$ cat config.mk
export PLATFORM = sky130hd
export DESIGN_NAME = seg_capture
export DESIGN_NICKNAME = d
export VERILOG_FILES = /design/src/rtl/seg_capture.sv
export SDC_FILE = /design/constraint.sdc
export NUM_CORES = 1
export LEC_CHECK = 0
export BUFFER_PORTS_ARGS = -buffer_cell sky130_fd_sc_hd__buf_2
export CAP_MARGIN = 25
export CELL_PAD_IN_SITES_DETAIL_PLACEMENT = 0
export CELL_PAD_IN_SITES_GLOBAL_PLACEMENT = 1
export CORE_ASPECT_RATIO = 1.4
export CORE_MARGIN = 8
export CORE_UTILIZATION = 44
export CTS_CLUSTER_SIZE = 20
export DETAILED_ROUTE_END_ITERATION = 8
export PLACE_DENSITY = 0.83
export REMOVE_ABC_BUFFERS = 1
export SYNTH_ARGS = -nofsm -noshare
export SYNTH_HDL_FRONTEND = slang
export SYNTH_SLANG_ARGS = --single-unit
$ cat constraint.sdc
create_clock -name clk -period 1.85 [get_ports clk]
set_input_delay 0.0925 -clock clk [delete_from_list [all_inputs] [get_ports clk]]
set_output_delay 0.0925 -clock clk [all_outputs]
set_load 0.01 [all_outputs]
$ cat src/rtl/seg_capture.sv
// seg_capture: recovers two multiplexed 7-seg digits
// from sampled anode/segment lines into coherent frames.
module seg_capture #(
  parameter int STABLE_CYCLES = 4,
  parameter int TIMEOUT       = 1024
) (
  input  logic       clk,
  input  logic       rstN,
  input  logic [3:0] anode,
  input  logic [7:0] ledx,
  input  logic       clrErr,
  output logic [7:0] digit1,
  output logic [7:0] digit2,
  output logic       valid,
  output logic       frameStrobe,
  output logic       illegal,
  output logic       stale
);

  localparam logic [7:0]  SMAX  = 8'(STABLE_CYCLES);
  localparam logic [15:0] TLIM  = 16'(TIMEOUT - 1);
  localparam logic [3:0]  A_S1  = 4'b1011;
  localparam logic [3:0]  A_S2  = 4'b0111;
  localparam logic [3:0]  A_BLK = 4'b1111;

  typedef enum logic {
    SEEK  = 1'b0,
    HAVE1 = 1'b1
  } state_t;

  state_t      state;
  state_t      stateNxt;
  logic [11:0] sync1;
  logic [11:0] sync2;
  logic [11:0] prevW;
  logic [1:0]  fill;
  logic [7:0]  cnt;
  logic        capD;
  logic        capV;
  logic [3:0]  capAn;
  logic [7:0]  capLed;
  logic [7:0]  pending;
  logic [15:0] tmr;
  logic        tmoHit;
  logic        tmo;
  logic        isS1;
  logic        isS2;
  logic        isBad;
  logic        loadPend;
  logic        frameDone;

  // anode and segments cross into clk together as one word;
  // fill marks when sync2 holds real samples, not reset zeros
  always_ff @(posedge clk or negedge rstN) begin
    if (!rstN) begin
      sync1 <= '0;
      sync2 <= '0;
      fill  <= '0;
    end else begin
      sync1 <= {anode, ledx};
      sync2 <= sync1;
      fill  <= {fill[0], 1'b1};
    end
  end

  // run length of identical words, saturating so a held
  // word captures exactly once
  always_ff @(posedge clk or negedge rstN) begin
    if (!rstN) begin
      prevW <= '0;
      cnt   <= '0;
    end else begin
      prevW <= sync2;
      if (!fill[1])
        cnt <= '0;
      else if (cnt == 8'd0 || sync2 != prevW)
        cnt <= 8'd1;
      else if (cnt != SMAX)
        cnt <= cnt + 8'd1;
    end
  end

  assign capD = fill[1] && (sync2 == prevW)
             && (cnt == SMAX - 8'd1);

  // register the captured word for the decode stage
  always_ff @(posedge clk or negedge rstN) begin
    if (!rstN) begin
      capV   <= 1'b0;
      capAn  <= '0;
      capLed <= '0;
    end else begin
      capV <= capD;
      if (capD) {capAn, capLed} <= sync2;
    end
  end

  // classify the captured anode code
  always_comb begin
    isS1  = 1'b0;
    isS2  = 1'b0;
    isBad = 1'b0;
    if (capV) begin
      unique case (1'b1)
        capAn == A_S1:  isS1  = 1'b1;
        capAn == A_S2:  isS2  = 1'b1;
        capAn == A_BLK: ;
        default:        isBad = 1'b1;
      endcase
    end
  end

  // cycles since any capture; a capture beats a timeout
  always_ff @(posedge clk or negedge rstN) begin
    if (!rstN)
      tmr <= '0;
    else if (capV)
      tmr <= '0;
    else if (!tmoHit)
      tmr <= tmr + 16'd1;
  end

  assign tmoHit = (tmr >= TLIM);
  assign tmo    = tmoHit && !capV;

  // FSM state register
  always_ff @(posedge clk or negedge rstN) begin
    if (!rstN) state <= SEEK;
    else       state <= stateNxt;
  end

  // FSM next state
  always_comb begin
    stateNxt = state;
    unique case (state)
      SEEK:  if (isS1) stateNxt = HAVE1;
      HAVE1: if (tmo || isS2) stateNxt = SEEK;
    endcase
  end

  // FSM outputs: which registers load this cycle
  always_comb begin
    loadPend  = isS1;
    frameDone = (state == HAVE1) && isS2;
  end

  // frame registers; both digits always load together
  always_ff @(posedge clk or negedge rstN) begin
    if (!rstN) begin
      pending     <= '0;
      digit1      <= '0;
      digit2      <= '0;
      valid       <= 1'b0;
      frameStrobe <= 1'b0;
      stale       <= 1'b0;
    end else begin
      frameStrobe <= frameDone;
      if (loadPend) pending <= capLed;
      if (frameDone) begin
        digit1 <= pending;
        digit2 <= capLed;
        valid  <= 1'b1;
        stale  <= 1'b0;
      end else if (tmo) begin
        valid <= 1'b0;
        stale <= 1'b1;
      end
    end
  end

  // sticky error; a new illegal code beats the clear
  always_ff @(posedge clk or negedge rstN) begin
    if (!rstN)       illegal <= 1'b0;
    else if (isBad)  illegal <= 1'b1;
    else if (clrErr) illegal <= 1'b0;
  end

endmodule

### Word-level counts from Yosys, hierarchy flattened

Cells that the tools add are included.

* flip-flop bits (word level): 104
* output and inout port bits: 20
* bits of input ports: 15

* bitwise operators: 1
* add/sub/neg operators: 2
* equality and inequality tests: 9
* reduce and logical (&&, ||, !) cells: 11
* muxes and demuxes: 20
* order comparisons: 1

Operator list (number)
* 2-to-1 mux 16 bit: 2
* 2-to-1 mux 8 bit: 3
* adder 16 x 1 -> 16 bit (second input constant): 1
* greater-or-equal comparator 16 x 10 -> 1 bit (second input constant): 1
* 2-to-1 mux 1 bit: 14
* equality test 12 bit: 1
* inequality test 12 bit: 1
* adder 8 x 1 -> 8 bit (second input constant): 1
* equality test 4 bit (second input constant): 2
* equality test 8 x 2 -> 1 bit (second input constant): 1
* logical NOT 8 bit: 1
* inequality test 8 x 3 -> 1 bit (second input constant): 1
* equality test 4 x 3 -> 1 bit (second input constant): 1
* logical AND 1 bit: 4
* nonzero test 2 bit: 2
* inequality test 3 x 1 -> 1 bit (second input constant): 1
* OR reduction 3 bit: 1
* logical OR 1 bit: 2
* inequality test 2 bit (second input constant): 1
* one-hot mux 1 bit (2 select lines): 1
* logical NOT 1 bit: 1
* inverter 1 bit: 1

### Depth between registers and ports, before layout

* word-level depth: 6
* gate-level depth with buffers: 7

### Least setup slack after synthesis

No wires, ideal clock.

* kind: flip-flop to flip-flop
* start: reg cnt[0]
* end: reg capAn[0]
* cell stages (with the launch flop): 7
* path slack: 0.115 ns
* path buffers: 1
* arrival: 1.610 ns
* cells stage by stage: dfrtp_1 > ha_1 > nor4b_2 > and3_1 > nand4_2 > buf_6 > mux2_4

* longest elaborated chain between the ends: 2

RTL lines
* start: declaration: line 37 `logic [7:0] cnt;`
* start signal: assignment: line 79 `cnt <= cnt + 8'd1;`
* equality test 8 x 2 -> 1 bit: line 84 `&& (cnt == SMAX - 8'd1);`
* logical AND 1 bit: line 84
* end signal: assignment: line 94 `if (capD) {capAn, capLed} <= sync2;`
* end: declaration: line 40 `logic [3:0] capAn;`

Every way passes these cells.
A chain may end at the register's enable or synchronous reset.

### Final worst setup path

* start: reg sync2[11]
* end: reg capAn[0]

* longest elaborated chain between the ends: 3

RTL lines
* start: declaration: line 34 `logic [11:0] sync2;`
* start signal: assignment: line 61 `sync2 <= sync1;`
* equality test 12 bit: line 83 `assign capD = fill[1] && (sync2 == prevW)`
* logical AND 1 bit: line 83
* logical AND 1 bit: line 84

Every way passes these cells.

==> metrics.txt <==
Worst Setup Start Kind flip-flop; fin crit period 1736 ps; 1st-iter DRT viols 67; CTS tree yes; period utilization 93.83%; H-tree levels 3; dpl hpwl 4.891 mm; fin. max-slew vios 0; CP arrival 1960 ps; fmax 576.1 MHz; Crit path required time 2080 ps; R2R depth 5; crit path max fanout 12; area of the multi-input gates 0.001303 mm2; die area 0.01240 mm2; fin util 54.05%; max cap viols 0; Post-Syn Area 0.003986 mm2; Clock Root Buffer clkbuf_16; syn_area_per_cell 13.84 um2; reg-to-reg critical path startpoint sync2[11]; all-layer global routing usage 12.92%; CTS max path bufs 2; first-pass GRT wire length 12.34 mm; layout cell share with drive strength beyond 1 27.86%; # IOs 35; number of enable flip-flop cells after synthesis 0; DR vias 2,382; row cnt 41; register bit count reported by yosys 104; core area 0.008926 mm2; setup TNS 0 ps; FF/Latch Area 0.002603 mm2; Leak Pwr 0.002353 uW; # DRC 0; Starting Density 44.66%; Yosys warning count 0; post-route ant nets 0; PD cells 908.8 mW/mm2; reg2reg setup slack 110 ps; RSZ-0062 raised after global routing true; commonest non-fill, non-tap cell in the layout dfrtp_1; Clock Pin Slew Worst Setup and Hold Paths 70 ps; Total Power 4384 uW; Fillers 731; IO Port Bufs 34; Hold Vio Cnt, Final 0; final setup fails 0; Sink Count 104; antenna violations before repair 0; Yosys cell types 43; outcome completed; number of diodes 0; cts bufs inserted 9; Synth Flop Type dfrtp_1; Die H 128.6 um; critical path class reg -> reg; clk_lat worst skew 350 ps; number of global-route vias before repair 2,556; WL/cell 14.99 um; clk_skew 9.654 ps; pin count of the biggest net entering global routing 46; VDD IR max 828.7 uV; highest-count cells in the layout ignoring fill and taps dfrtp_1 (104), buf_2 (33), mux2_2 (17); CP endpoint kind flip-flop; asr flop ratio synth 100.0%; Die Width 96.45 um; fin nets 372; routability cong. 0.7979; drt total wl 6.986 mm; Worst Hold Class in -> async; Worst R2R End capAn[0]; Seq/Total Area, Yosys 65.29%; Syn-to-layout area delta 21.03%; Vias/cell 5.112; Mapped Cells 288; gr ovfl total 0; drt pass-1 iters 4
## synth_stat cells (2+ instances only)
library cell  number  area [um2]
and3_1             6       37.54
o21ai_0            6       30.03
nor4_1             9       56.30
nand3_1           11       55.05
nand2_1           13       48.80
mux2_4            10       150.1
xor2_1            13       113.9
or4_1              5       37.54
a21oi_1           10       50.05
nor2_1            10       37.54
or3_1              3       18.77
inv_1             10       37.54
and2_1             3       18.77
buf_6              3       33.78
mux2_1             9       101.4
o31ai_1            4       30.03
xnor2_1            5       43.79
ha_1               3       37.54
dfrtp_1          104        2603
buf_2              2       10.01
nor3_1             4       20.02
mux2_2            17       191.4
nand4_1            2       12.51
nor2b_1            7       43.79
## state kept, by name, indices dropped and copies added, names as in the netlist
register     cells
digit2           8
frameStrobe      1
pending          8
tmr             16
prevW           12
capAn            4
capV             1
cnt              8
state            1
capLed           8
sync1           12
stale            1
digit1           8
illegal          1
fill             2
sync2           12
valid            1
## power by group
part	internal [uW]	switching (uW)	total, uW
logic	56.6	80.3	137
registers	2320	25.7	2340
clock network	1070	838	1910
## what timing repair did
item / in CTS / in global routing
setup endpoints to repair: 0 / 7
hold buffers: 14 / 0
setup buffers: 0 / 2
gates resized for setup: 0 / 3
endpoints found under the hold margin: 39 / 0
## layer usage
layer  routed length [um]  GRT usage (%)
met5                    0              0
met4                  194          7.513
met3                  235          3.205
met2                 3561          20.97
met1                 2995          14.96
## worst max-delay path by stage
stage,start,endpoint,slack (ps),cells past startpoint
after floorplan,capV,digit1[7],-70,4
after global placement,sync2[3],capLed[6],80,5
after detailed placement,tmr[12],tmr[6],80,4
after CTS,tmr[12],tmr[6],60,4
after global routing,tmr[11],tmr[9],-10,4
final,sync2[11],capAn[0],110,5
## logic make-up after synthesis
group	synth area share (%)
and+or+nand+nor	11.86
other	0.09407
AOI/OAI and AO/OA	4.081
xor gates and xnor gates	3.955
buffers and inverters	2.417
muxes	11.36
DFF	65.29
adders and majority gates	0.9417
## metrics by stage
step           area, um2  hold WS (ps)  instances  setup WS, ps
6_report            4825         202.3        466         114.1
5_1_grt             4825         225.2        466        -11.95
2_1_floorplan       3931        -203.1        281        -71.32
3_5_place_dp        4353         47.01        434         80.66
4_1_cts             4795         203.5        464         64.94
3_3_place_gp        4353         39.05        434         84.05
## worst max-delay path: stages, from the launching register on
cell and delay (ps):
dfrtp_1 410, xor2_1 170, nor4_1 380, nand4_2 170, buf_12 190, mux2_4 290
## layout make-up
cell class	count	area share (%)
repair buffers	62	9.180
flip-flops and latches	104	53.94
clock inverters	6	1.504
clock buffers	10	4.746
well taps	107	2.775
inverters	11	0.8558
multi-input cells	166	27.00
Power figures use the tool's default switching activity.
